--- src/rtl/pipeline_fetch_stage.sv ---
// IF stage: owns the PC and the IF/ID register, and drives the instruction ROM address.
// Stall beats redirect, redirect beats halt, and halt beats normal fetch.
module pipeline_fetch_stage #(
   parameter logic [31:0] RESET_PC   = 32'h0000_0000,
   parameter int          ROM_ADDR_W = 5,
   parameter int          ROM_DEPTH  = 32
) (
   input  logic                  i_clk,
   input  logic                  i_rst_n,
   output logic [ROM_ADDR_W-1:0] o_imem_addr,
   input  logic [31:0]           i_imem_rdata,
   input  logic                  i_stall,
   input  logic                  i_redirect,
   input  logic [31:0]           i_redirect_pc,
   output logic [31:0]           o_pc,
   output logic [31:0]           o_id_instr,
   output logic [31:0]           o_id_pc_plus4,
   output logic                  o_id_valid,
   output logic                  o_halted,
   output logic [31:0]           o_fetch_count
);

   localparam logic [29:0] DEPTH_WORDS = 30'(ROM_DEPTH);

   logic [31:0] r_pc;
   logic [31:0] r_id_instr;
   logic [31:0] r_id_pc_plus4;
   logic        r_id_valid;
   logic        r_halted;
   logic [31:0] r_fetch_count;

   logic [31:0] w_pc_nxt;
   logic [31:0] w_id_instr_nxt;
   logic [31:0] w_id_pc_plus4_nxt;
   logic        w_id_valid_nxt;
   logic        w_halted_nxt;
   logic [31:0] w_fetch_count_nxt;
   logic [31:0] w_pc_plus4;
   logic        w_end;

   // The end test looks at the full word index, so addresses that alias inside the ROM still halt.
   assign w_end       = (r_pc[31:2] >= DEPTH_WORDS);
   assign w_pc_plus4  = r_pc + 32'd4;
   assign o_imem_addr = r_pc[ROM_ADDR_W+1:2];

   // Next-state selection for the PC, the IF/ID register, the halt flag and the fetch counter.
   always_comb begin
      w_pc_nxt          = r_pc;
      w_id_instr_nxt    = r_id_instr;
      w_id_pc_plus4_nxt = r_id_pc_plus4;
      w_id_valid_nxt    = r_id_valid;
      w_halted_nxt      = r_halted;
      w_fetch_count_nxt = r_fetch_count;
      if (i_stall) begin
         w_pc_nxt = r_pc;
      end else if (i_redirect) begin
         w_pc_nxt          = {i_redirect_pc[31:2], 2'b00};
         w_id_instr_nxt    = 32'h0000_0000;
         w_id_pc_plus4_nxt = 32'h0000_0000;
         w_id_valid_nxt    = 1'b0;
         w_halted_nxt      = 1'b0;
      end else if (r_halted || w_end) begin
         w_id_instr_nxt    = 32'h0000_0000;
         w_id_pc_plus4_nxt = 32'h0000_0000;
         w_id_valid_nxt    = 1'b0;
         w_halted_nxt      = 1'b1;
      end else begin
         w_pc_nxt          = w_pc_plus4;
         w_id_instr_nxt    = i_imem_rdata;
         w_id_pc_plus4_nxt = w_pc_plus4;
         w_id_valid_nxt    = 1'b1;
         if (r_fetch_count != 32'hFFFF_FFFF) begin
            w_fetch_count_nxt = r_fetch_count + 32'd1;
         end else begin
            w_fetch_count_nxt = r_fetch_count;
         end
      end
   end

   // State registers with synchronous active-low reset.
   always_ff @(posedge i_clk) begin
      if (!i_rst_n) begin
         r_pc          <= RESET_PC;
         r_id_instr    <= 32'h0000_0000;
         r_id_pc_plus4 <= 32'h0000_0000;
         r_id_valid    <= 1'b0;
         r_halted      <= 1'b0;
         r_fetch_count <= 32'h0000_0000;
      end else begin
         r_pc          <= w_pc_nxt;
         r_id_instr    <= w_id_instr_nxt;
         r_id_pc_plus4 <= w_id_pc_plus4_nxt;
         r_id_valid    <= w_id_valid_nxt;
         r_halted      <= w_halted_nxt;
         r_fetch_count <= w_fetch_count_nxt;
      end
   end

   assign o_pc          = r_pc;
   assign o_id_instr    = r_id_instr;
   assign o_id_pc_plus4 = r_id_pc_plus4;
   assign o_id_valid    = r_id_valid;
   assign o_halted      = r_halted;
   assign o_fetch_count = r_fetch_count;

endmodule

--- config.mk ---
export PLATFORM = sky130hd
export DESIGN_NAME = pipeline_fetch_stage
export DESIGN_NICKNAME = d
export VERILOG_FILES = /design/src/rtl/pipeline_fetch_stage.sv
export SDC_FILE = /design/constraint.sdc
export NUM_CORES = 1
export LEC_CHECK = 0
export BUFFER_PORTS_ARGS = -buffer_cell sky130_fd_sc_hd__buf_2
export CORE_UTILIZATION = 35
export CTS_CLUSTER_SIZE = 30
export DETAILED_ROUTE_END_ITERATION = 8
export SETUP_SLACK_MARGIN = 0.4
export SLEW_MARGIN = 20
export SYNTH_ARGS = -nofsm -noshare
export SYNTH_HDL_FRONTEND = slang
export SYNTH_SLANG_ARGS = --single-unit
export TNS_END_PERCENT = 5
--- constraint.sdc ---
create_clock -name i_clk -period 2.5 [get_ports i_clk]
set_clock_uncertainty 0.15 [all_clocks]
set_input_delay 0.125 -clock i_clk [delete_from_list [all_inputs] [get_ports i_clk]]
set_output_delay 0.125 -clock i_clk [all_outputs]
set_load 0.01 [all_outputs]
== After elaboration in Yosys (flattened, before gate mapping) ==
Cells that the tools add are included.

* Word-level logic and storage cells: 29
* Bits in registers: 130

* $lt $le $gt $ge: 1
* Equal/unequal tests: 2
* Add/sub/neg operators: 2
* Multiplexer cells: 10
* Reduce and logical (&&, ||, !) cells: 5
* Bitwise gates (word level): 3

{| class="wikitable"
|+ Operator list
! cell !! count
|-
| two-way mux 32 bit || 6
|-
| adder 32 x 1 -> 32 bit, second input constant || 1
|-
| adder 32 x 3 -> 32 bit, second input constant || 1
|-
| inequality test 32 bit, second input constant || 1
|-
| >= comparator 30 x 6 -> 1 bit, second input constant || 1
|-
| two-way mux 1 bit || 4
|-
| AND reduction 2 bit || 2
|-
| AND reduction 4 bit || 1
|-
| NOT 1 bit || 3
|-
| inequality test 2 bit, second input constant || 1
|-
| nonzero test 2 bit || 1
|-
| logical OR 1 bit || 1
|}

== Depth between registers and ports, before layout ==
* Depth in word-level cells: 4
* Mapped depth: 9

== Worst setup path before layout ==
OpenSTA, ideal clock, no wires.

* Path kind: reg-to-reg
* From: reg r_fetch_count[6], in the netlist o_fetch_count[6]
* To: reg r_fetch_count[20], in the netlist o_fetch_count[20]
* Required time: 2.280 ns
* Library setup time: 0.070 ns
* Cell stages (with the launch flop): 7
* Slack: 0.006 ns
* Arrival time: 2.274 ns
* Path through: dfxtp_1 > nand4_2 > or4_1 > or4_1 > buf_2 > or4_1 > a21oi_1

* Longest elaborated chain between the ends: 2

{| class="wikitable"
|+ RTL lines
! what !! line !! text
|-
| from (decl) || 30 || <nowiki>logic [31:0] r_fetch_count;</nowiki>
|-
| from (signal assigned) || 95 || <nowiki>r_fetch_count <= w_fetch_count_nxt;</nowiki>
|-
| branches (longest 2 deep; another with adder 32 x 1 -> 32 bit) || n/a ||
|}

Parallel ways; which one is timed is not known.
A chain may end at the register's enable or synchronous reset.

== Worst setup path in the final report ==
* From: reg r_fetch_count[9], in the netlist o_fetch_count[9]
* To: reg r_fetch_count[20], in the netlist o_fetch_count[20]

The elaborated chain is that of the path after synthesis.

==> run summary <==
Post-Syn Area -> 5090 um2
HPWL Detailed -> 10.6 mm
Sequential share of the synthesized area -> 49.9%
Fmax -> 405 MHz
Placer's final routability congestion estimate -> 0.830
Clk_lat worst skew -> 430 ps
Mean routed wirelength per cell -> 16.0 um
P&R area growth vs syn -> 58.7%
Yosys warnings -> 0
Worst Hold Class -> input port to flop
Initial antenna violation count -> 0
R2R Path Start -> o_fetch_count[9]
H-tree depth -> 4
Starting Density -> 36.3%
Root Driver -> clkbuf_16
I/O pins -> 203
R2R setup slack -> 30 ps
WHS Endpoint -> o_id_valid
First-pass DRT Iterations -> 5
Post-route DRC -> 0
Sw Share -> 24.0%
Number of flops mapped to enable cells by yosys -> 0
Diode count -> 0
IO buf count -> 198
Cell Rows -> 43
Largest net degree at the start of global routing -> 42
P_int -> 4.05 mW
Total grt overflow -> 0
1st-iter DRT viols -> 273
Max clock buf depth -> 2
Vias in the first global route -> 5017
Placed cell count -> 926
Max Transition Viols Final -> 0
Antenna viol nets, final -> 0
Gr usage total -> 21.3%
# fillers -> 1216
Cell count after synthesis -> 555
Main synth FF type -> dfxtp_1
Slew Limit Headroom -> 65.6%
Clock network power share -> 50.0%
Final Hold Viols -> 0
Outcome -> finished, final reports clean
Via Count -> 5457
Die height -> 123 um
Final #Nets -> 908
Num CTS Buffers -> 17
Synth top area cells -> dfxtp_1, a22o_1, a21oi_1, nand3_1, nand2_1
Period utilization -> 98.7%
Worst path required time -> 2700 ps
First-pass GRT wire length -> 24.8 mm
Async SR Flop Fraction -> 0%
Sw Pwr -> 1.28 mW
Critical path type -> flop to flop
Clock sinks -> 127
Min cycle time layout -> 2470 ps
Worst Max-Slew Pin Slew -> 516 ps
Seq cells post-synth -> 127
Core area -> 14000 um2
Crit path DAT -> 2670 ps
Reg2Reg Depth -> 6
Share of layout cells above drive strength 1 -> 40.0%
Met3 GRT Util -> 5.99%
Post-Route WL -> 16.4 mm
Number of distinct library cells after synthesis -> 49
Gr busiest metal -> met2
Area share of the leading cell type in the synthesized netlist -> 49.9%
Share of power burned in registers -> 39.5%
Vias per cell -> 5.30
Met1 Use GR -> 25.2%
DIE AREA -> 15000 um2
Lkg Pwr -> 3.64 nW
Worst vdd ir -> 530 uV
Hold slack -> 25.9 ps
Hold Crit Depth -> 3
Syn Area/Cell -> 9.18 um2
Die width -> 123 um
Combinational share of power -> 10.6%
Met2 usage -> 35.7%
CP Max Fanout -> 11
Hold Crit Start -> i_rst_n
Pwr/cell area -> 660 nW/um2
Reg-to-Reg End -> o_fetch_count[20]
Clock slew at reported path FFs -> 60 ps
RSZ-0062 raised after global routing -> yes
Endpoints failing setup -> 0
CTS tree -> done
Max-Cap Viols -> 0
Cell taking the most area after synthesis -> dfxtp_1
Non-filler cells, final -> 1030
CP startpoint kind -> flop
Crit end category -> flop
cells in the mapped netlist, types with 2 or more instances:
cell	number
dfxtp_1	127
a21oi_1	50
nand2_1	49
nand3_1	38
clkbuf_1	35
a22o_1	33
and3_1	28
o31ai_1	21
or4_1	18
o21ai_0	16
nor2_1	15
nor4_1	14
nand4_1	11
inv_1	9
buf_4	8
nor3_1	6
o41ai_1	6
mux2i_1	5
nand2b_1	5
or3_1	5
a211oi_1	4
buf_2	4
o311ai_0	4
a22oi_1	3
and4_1	3
ha_1	3
nand4_2	3
xor2_1	3
a21o_1	2
and2_1	2
buf_6	2
dlygate4sd1_1	2
nor3b_1	2
o21a_1	2
or2_2	2
or3_2	2
cell families (layout without fill, tap and decap cells):
logic type                 after synthesis  count (layout)  share of synthesized area, %
AOI/OAI and AO/OA                      145             145                          19.2
xor gates and xnor gates                 4               4                         0.688
adders and majority gates                3               3                         0.737
buffers and inverters                   61             355                          5.67
DFF                                    127             127                          49.9
muxes                                    5               5                         0.982
other                                    1               2                        0.0736
and+or+nand+nor                        209             209                          22.8
registers in the layout (all words and copies together) (netlist names):
| name | cells |
|---|---|
| o_id_instr | 32 |
| o_id_pc_plus4 | 31 |
| o_id_valid | 1 |
| o_pc | 30 |
| o_halted | 1 |
| o_fetch_count | 32 |
worst max-delay path, cell delays in order (launching register included):
cell     delay (ps)
dfxtp_4         370
nand4_4         110
or4_4           560
or4_4           450
buf_8           160
or4_1           460
a21oi_1         140
power by group through the flow:
stage | clock network (mW) | logic [mW] | registers, mW
floorplan | 0 | 0.210 | 2.16
global placement | 0 | 0.443 | 2.14
detailed placement | 0 | 0.447 | 2.14
CTS | 2.70 | 0.534 | 2.10
global route | 2.80 | 0.612 | 2.11
finish | 2.66 | 0.563 | 2.11
layer usage:
| metal | routed length [um] | part of all wire [%] |
|---|---|---|
| met1 | 6980 | 42 |
| met5 | 0 | 0 |
| met2 | 8280 | 50 |
| met3 | 847 | 5.2 |
| met4 | 336 | 2.0 |
through the flow:
step	instance area (um2)	util, %	worst slack (ps)	power, mW	setup TNS [ps]
floorplan	5160	-	136	2.37	0
global placement	6510	46.4	-69.6	2.58	-69.6
detailed placement	6510	46.4	-30.2	2.59	-30.2
CTS	7890	56.2	42.7	5.34	0
global route	8090	57.6	-95.0	5.52	-95.0
finish	8090	57.6	33.6	5.33	0
cells in the final DEF, fill, tap and decap left out, types with 3 or more instances in the layout:
| master | n |
|---|---|
| o41ai_1 | 6 |
| buf_6 | 4 |
| dfxtp_2 | 5 |
| o21ai_0 | 12 |
| clkinvlp_4 | 3 |
| or3_1 | 4 |
| and4_1 | 3 |
| nor4_1 | 6 |
| nand2b_1 | 5 |
| nand4_1 | 11 |
| o31ai_1 | 21 |
| mux2i_1 | 5 |
| a22oi_1 | 3 |
| inv_6 | 3 |
| xor2_1 | 3 |
| buf_12 | 4 |
| nor2_1 | 14 |
| or4_4 | 12 |
| o21ai_1 | 4 |
| a21oi_1 | 45 |
| bufinv_16 | 3 |
| nor3_1 | 4 |
| buf_4 | 41 |
| buf_2 | 198 |
| dfxtp_1 | 113 |
| nand3_1 | 38 |
| or4_1 | 6 |
| a22o_1 | 33 |
| inv_1 | 8 |
| a211oi_1 | 4 |
| dlygate4sd3_1 | 66 |
| nor4_4 | 3 |
| dfxtp_4 | 9 |
| nor4_2 | 6 |
| a21oi_2 | 5 |
| clkbuf_16 | 19 |
| and3_1 | 28 |
| nand2_1 | 49 |
cell type report:
class	instances	area [um2]	area share, %
Sequential cell	127	2580	31.9
Multi-Input combinational cell	368	2500	31.0
Timing Repair Buffer	314	2100	26.0
Clock buffer	21	493	6.10
Tap cell	180	225	2.79
Clock inverter	11	149	1.84
Inverter	9	33.8	0.418
repair_timing:
action / in CTS / in global routing
endpoints found under the hold margin: 67 / 0
buffers inserted: 5 / 1
endpoints found under the setup margin: 52 / 93
resized for setup: 8 / 43
pin swaps: 0 / 27
hold buffers: 66 / 0
worst max path at each step:
stage               depth (start not counted)  slack (ps)        startpoint           endpoint
floorplan                                   7         140  o_fetch_count[0]  o_fetch_count[20]
global placement                            7         -70          o_pc[15]  o_fetch_count[20]
detailed placement                          7         -30          o_pc[15]  o_fetch_count[20]
CTS                                         6          40  o_fetch_count[9]  o_fetch_count[20]
global route                                7        -100          o_pc[29]  o_fetch_count[20]
finish                                      6          30  o_fetch_count[9]  o_fetch_count[20]
No activity file was read; power rests on OpenSTA's default activity.
